<file path="src/rtl/ula_acumulador_seq.sv">
// -----------------------------------------------------------------------------
// ula_acumulador_seq
//
// Clocked accumulator/controller stage placed around the combinational 4-bit
// ULA (AND, OR, NOT, NAND, ADD, SUB, LSL, LSR). Commands arrive over a
// valid/ready handshake. The stage drives the ULA operand/opcode inputs from
// registered state, captures the ULA result into a 4-bit accumulator, and
// presents the result over a valid/ready response handshake. The stage does
// no arithmetic itself: every operation result comes from the external ULA.
//
// Ports
//   clk               system clock, all state changes on the rising edge
//   rst               synchronous, active-high reset
//   cmd_valid         command present
//   cmd_ready         stage can accept a command (idle and not in reset)
//   cmd_load          1 = load cmd_dado into the accumulator, 0 = run cmd_op
//   cmd_op   [2:0]    ULA opcode
//   cmd_dado [3:0]    operand B, or the load value
//   alu_a_out [3:0]   to ULA a_in (always the accumulator)
//   alu_b_out [3:0]   to ULA b_in (latched operand)
//   alu_op_out [2:0]  to ULA op_sel (latched opcode)
//   alu_resultado_in  from ULA resultado_out
//   acc_out  [3:0]    accumulator
//   zero_flag         registered, 1 when the accumulator is zero
//   resp_valid        result available on acc_out
//   resp_ready        consumer accepts the response
//   op_count_out[7:0] completed-response counter (only with the macro below)
//
// Build option
//   ULA_ACC_CONTADOR_EN : adds op_count_out, an 8-bit wrapping counter of
//                         response handshakes (loads included), cleared by rst.
//
// Timing
//   ULA command accepted at edge N -> result and resp_valid after edge N+1.
//   Load command accepted at edge N -> result and resp_valid after edge N.
//   After the response handshake the stage is idle for the next cycle, so the
//   best case is one ULA command every 3 cycles and one load every 2 cycles.
// -----------------------------------------------------------------------------
module ula_acumulador_seq (
   input  logic       clk,
   input  logic       rst,
   input  logic       cmd_valid,
   output logic       cmd_ready,
   input  logic       cmd_load,
   input  logic [2:0] cmd_op,
   input  logic [3:0] cmd_dado,
   output logic [3:0] alu_a_out,
   output logic [3:0] alu_b_out,
   output logic [2:0] alu_op_out,
   input  logic [3:0] alu_resultado_in,
   output logic [3:0] acc_out,
   output logic       zero_flag,
   output logic       resp_valid,
   input  logic       resp_ready
`ifdef ULA_ACC_CONTADOR_EN
   ,
   output logic [7:0] op_count_out
`endif
);

   typedef enum logic [1:0] {
      OCIOSO   = 2'd0,
      EXECUTA  = 2'd1,
      RESPONDE = 2'd2
   } state_t;

   state_t     state_reg;
   logic [3:0] acc_reg;
   logic [3:0] b_reg;
   logic [2:0] op_reg;
   logic       zero_reg;

   // Control FSM and datapath registers.
   // The operand and opcode registers only move on accept edges, and the
   // accumulator only on load-accept or result edges, so the ULA inputs are
   // steady throughout the EXECUTA cycle.
   always_ff @(posedge clk) begin
      if (rst) begin
         state_reg <= OCIOSO;
         acc_reg   <= 4'd0;
         zero_reg  <= 1'b1;
         b_reg     <= 4'd0;
         op_reg    <= 3'd0;
      end else begin
         case (state_reg)
            OCIOSO: begin
               // cmd_ready is 1 in this state whenever rst is low
               if (cmd_valid) begin
                  b_reg  <= cmd_dado;
                  op_reg <= cmd_op;
                  if (cmd_load) begin
                     // load bypasses the ULA and answers right away
                     acc_reg   <= cmd_dado;
                     zero_reg  <= (cmd_dado == 4'd0);
                     state_reg <= RESPONDE;
                  end else begin
                     state_reg <= EXECUTA;
                  end
               end
            end
            EXECUTA: begin
               // ULA has seen acc/b/op for the whole cycle; capture it
               acc_reg   <= alu_resultado_in;
               zero_reg  <= (alu_resultado_in == 4'd0);
               state_reg <= RESPONDE;
            end
            RESPONDE: begin
               if (resp_ready) begin
                  state_reg <= OCIOSO;
               end
            end
            default: begin
               state_reg <= OCIOSO;
            end
         endcase
      end
   end

   // Handshake flags are decoded from the state and held low during reset so
   // nothing upstream or downstream sees a transfer in the reset cycle.
   assign cmd_ready  = (state_reg == OCIOSO)   && !rst;
   assign resp_valid = (state_reg == RESPONDE) && !rst;

   assign alu_a_out  = acc_reg;
   assign alu_b_out  = b_reg;
   assign alu_op_out = op_reg;
   assign acc_out    = acc_reg;
   assign zero_flag  = zero_reg;

`ifdef ULA_ACC_CONTADOR_EN
   logic [7:0] count_reg;

   // Counts completed responses; natural 8-bit wrap from FFh to 00h.
   always_ff @(posedge clk) begin
      if (rst) begin
         count_reg <= 8'd0;
      end else if (resp_valid && resp_ready) begin
         count_reg <= count_reg + 8'd1;
      end
   end

   assign op_count_out = count_reg;
`endif

endmodule
</file>
<file path="config.mk">
export PLATFORM = sky130hd
export DESIGN_NAME = ula_acumulador_seq
export DESIGN_NICKNAME = d
export VERILOG_FILES = /design/src/rtl/ula_acumulador_seq.sv
export SDC_FILE = /design/constraint.sdc
export NUM_CORES = 1
export LEC_CHECK = 0
export CORE_AREA = 4 4 41 43
export CTS_CLUSTER_DIAMETER = 100
export DETAILED_ROUTE_END_ITERATION = 8
export DIE_AREA = 0 0 45 47
export DONT_BUFFER_PORTS = 1
export GPL_ROUTABILITY_DRIVEN = 1
export PLACE_DENSITY = 0.66
export SLEW_MARGIN = 20
export SYNTH_ARGS = -nofsm -noshare
export SYNTH_HDL_FRONTEND = slang
export SYNTH_SLANG_ARGS = --single-unit
</file>
<file path="constraint.sdc">
create_clock -name clk -period 1.02 [get_ports clk]
set_input_delay 0.204 -clock clk [delete_from_list [all_inputs] [get_ports clk]]
set_output_delay 0.204 -clock clk [all_outputs]
set_load 0.01 [all_outputs]
</file>
# Word level (Yosys, flattened, before mapping)
# Cells that the tools add are included.
# classes
reduce_logical	10
n_eq_ne	5
n_mux	10
# op_table
operator	n
$logic_not 4->1	2
$mux 4	2
$pmux 4 s2	1
$mux 2	3
$ne 2x2->1 const B	3
$pmux 2 s3	1
$reduce_and 2->1	2
$reduce_and 3->1	1
$eq 2x1->1 const B	1
$eq 2x2->1 const B	1
$logic_and 1x1->1	2
$logic_not 2->1	1
$mux 1	2
$pmux 1 s2	1
$reduce_bool 2->1	1
$logic_not 1->1	1
# totals
elab_cells	30
input_bits	16
reg_bits	14

# Logic depth before layout (Yosys ltp)
# depth
word_depth	4
depth_mapped	4
mapped_depth_nobuf	3

# Worst setup path after synthesis
# OpenSTA, ideal clock, no wires.
# synth_path
path_kind	register to output
startpoint	register state_reg[1]
endpoint	output port resp_valid
arrival_time_ps	921
path_stages_with_launch	3
path_slack_ps	-105
cell_sequence	dfxtp_1 -> clkinv_1 -> nor3_1
# synth_via
elab_chain_cells	2
# synth_rtl
element	line	rtl
from (decl)	67	state_t state_reg;
from (signal assigned)	79	state_reg <= OCIOSO;
from (signal assigned)	95	state_reg <= RESPONDE;
from (signal assigned)	97	state_reg <= EXECUTA;
$eq 2x2->1	122	assign resp_valid = (state_reg == RESPONDE) && !rst;
$logic_and 1x1->1	122	
to (decl)	53	output logic resp_valid,
# No other way between the ends.

# Final worst setup path
# layout_path
startpoint	register state_reg[0]
endpoint	output port cmd_ready
# layout_via
elab_chain_cells	2
# layout_rtl
element	line	rtl
$logic_not 2->1	121	assign cmd_ready = (state_reg == OCIOSO) && !rst;
$logic_and 1x1->1	121	
to (decl)	43	output logic cmd_ready,
# No other way between the ends.

==> qor.yml <==
status: "finished, violations left"
violations: "negative setup slack"
end_kind: "output port"
p_leak_nw: 0.365
drc: 0
path_class: "reg2out"
via_count: 529
syn_nets: 83
fp.dieH_um: 47
syn_avg_cell_area_um2: 9.62
finalWirelength_um: 1600
gp_congestion: 0.743
core_area_um2: 1300
slew_headroom_pct: 68.4
rsz0062_at_grt: "yes"
min_period_ns: 1.22
wl_per_cell_um: 17.0
regToRegSetupSlack_ns: -0.17
antenna_found_initial: 0
finalHoldViolations: 0
layout_setup_ws_ns: -0.198
nNetsFinal: 96
overflow: 0
grt_max_degree: 14
clockBufferDepth: 2
syn_inst: 67
synth_top_area_share_pct: 43.5
final_antenna_net_count: 0
n_antenna_cell: 0
die-area_um2: 2120
clk_latency_ns: 0.28
dr.pass1.iters: 4
period_share_pct: 119
grt_pass1_wl_um: 2410
skew_ns: 0.00274
tightest_slew_ns: 0.472
pin_count: 34
maxCapViolCount: 0
synth_edf_count: 0
design_area_um2: 835
ys_types: 19
hp-class: "in2reg"
cp.required_ns: 0.82
rows: 13
grt_pass1_vias: 530
arrival_ns: 1.01
syn2layout_area_growth_pct: 29.5
placed_area_um2: 689
initial_core_util_pct: 49.5
numCtsBuffers: 3
power_mw: 1.29
htreeDepth: 1
layout-drive-gt1-share_pct: 35.4
synth_top_area_cell: "dfxtp_1"
port_buffers: 0
drt_iter0_markers: 12
ys_seq_area_share_pct: 43.5
synth-seq-cells: 14
grt_util_all_layers_pct: 16.1
die_x_um: 45
peakVddDrop_uv: 860
startpoint_type: "register"
cts.clk_slew.worst_paths_ns: 0.09
clockRootBuffer: "clkbuf_4"
fmaxAchievable_mhz: 821
synth_area_um2: 644
yosys_warnings: 0
cts_tree: "yes"
powerDensity_nw_per_um2: 1540
synthTopCellsByCount: "dfxtp_1, mux2i_1, nor2_1"
cts_sinks: 14
crit_fanout: 4
setup_violations: 16
synth_most_common_cell: "dfxtp_1"
post-place-ws_ns: -0.0897
synthArstFlopShare_pct: 0
ys.flop_type: "dfxtp_1"
holdWs_ns: 0.0731
ys_top_cells_by_area: "dfxtp_1, mux2i_1, nor2_1"
slew_viol_final: 0
vias_per_cell: 5.63
fin_setup_tns_ns: -2.16
worst max-delay path, stage by stage (launching register included):
cell     delay [ns]
dfxtp_2        0.34
buf_6          0.13
nor3_2         0.14
buf_4          0.14
layout by cell type (no fill, tap or decap):
| cell type | netlist | final |
|---|---|---|
| mux2i_1 | 12 | 12 |
| dfxtp_1 | 14 | 12 |
| nor2_1 | 10 | 10 |
| buf_4 | 4 | 9 |
| buf_6 | 2 | 5 |
| a21oi_1 | 5 | 3 |
| a311oi_1 | 3 | 3 |
| clkbuf_4 | 0 | 3 |
| nor3b_1 | 3 | 2 |
| nor4_1 | 2 | 2 |
| a21oi_2 | 0 | 2 |
| dlygate4sd3_1 | 0 | 2 |
| dfxtp_2 | 0 | 2 |
| nor3_2 | 0 | 1 |
| inv_2 | 0 | 1 |
| nor3_4 | 0 | 1 |
| nor3b_4 | 0 | 1 |
| a21o_4 | 0 | 1 |
| nand2b_4 | 0 | 1 |
| nor3_1 | 3 | 1 |
| nand2_1 | 1 | 1 |
| a22oi_1 | 1 | 1 |
| nand3b_1 | 1 | 1 |
| a211oi_1 | 1 | 1 |
| clkbuf_8 | 0 | 1 |
metrics by stage:
stage	std cells	utilization, %
global route	94	64.1
CTS	92	61.6
detailed placement	84	53.0
floorplan	67	-
global placement	84	53.0
finish	94	64.1
kinds of logic after synthesis:
family	Yosys count	synth area share, %
buffers and inverters	9	10.1
AND/OR/NAND/NOR	21	16.3
flip-flops	14	43.5
AO/OA/AOI/OAI	11	11.5
multiplexers	12	18.6
power by group:
part | leakage, nW | total (mW) | internal [mW] | switching, mW
Combinational | 0.227 | 0.256 | 0.137 | 0.119
Clock | 0.0210 | 0.402 | 0.217 | 0.185
Sequential | 0.116 | 0.627 | 0.590 | 0.0374
worst paths after layout:
| kind | endpoint | from | depth (start not counted) |
|---|---|---|---|
| max | cmd_ready | state_reg[0] | 3 |
| max reg2reg | alu_b_out[0] | state_reg[0] | 5 |
| min | alu_b_out[3] | cmd_dado[3] | 2 |
| min reg2reg | acc_out[0] | acc_out[0] | 2 |
routing by layer:
metal | part of all wire, % | GRT usage (%) | vias up
met5 | 0 | 0 | -
met4 | 0.81 | 8.19 | 0
met3 | 11 | 7.28 | 2
met2 | 51 | 26.0 | 23
met1 | 37 | 17.9 | 245
li1 | - | - | 259
what timing repair did:
| action | CTS | global route |
|---|---|---|
| pin swaps | 4 | 4 |
| hold buffers | 2 | 0 |
| gates resized for setup | 9 | 5 |
| setup buffers | 2 | 2 |
| endpoints found under the setup margin | 14 | 16 |
| hold endpoints to repair | 13 | 0 |
final cells by class:
cell class / count / area, um2
inverters: 1 / 3.75
clock buffers: 4 / 36.3
repair buffers: 16 / 144
fillers: 107 / 467
multi-input cells: 44 / 349
well taps: 15 / 18.8
flip-flops and latches: 14 / 283
No activity file was read; power rests on OpenSTA's default activity.
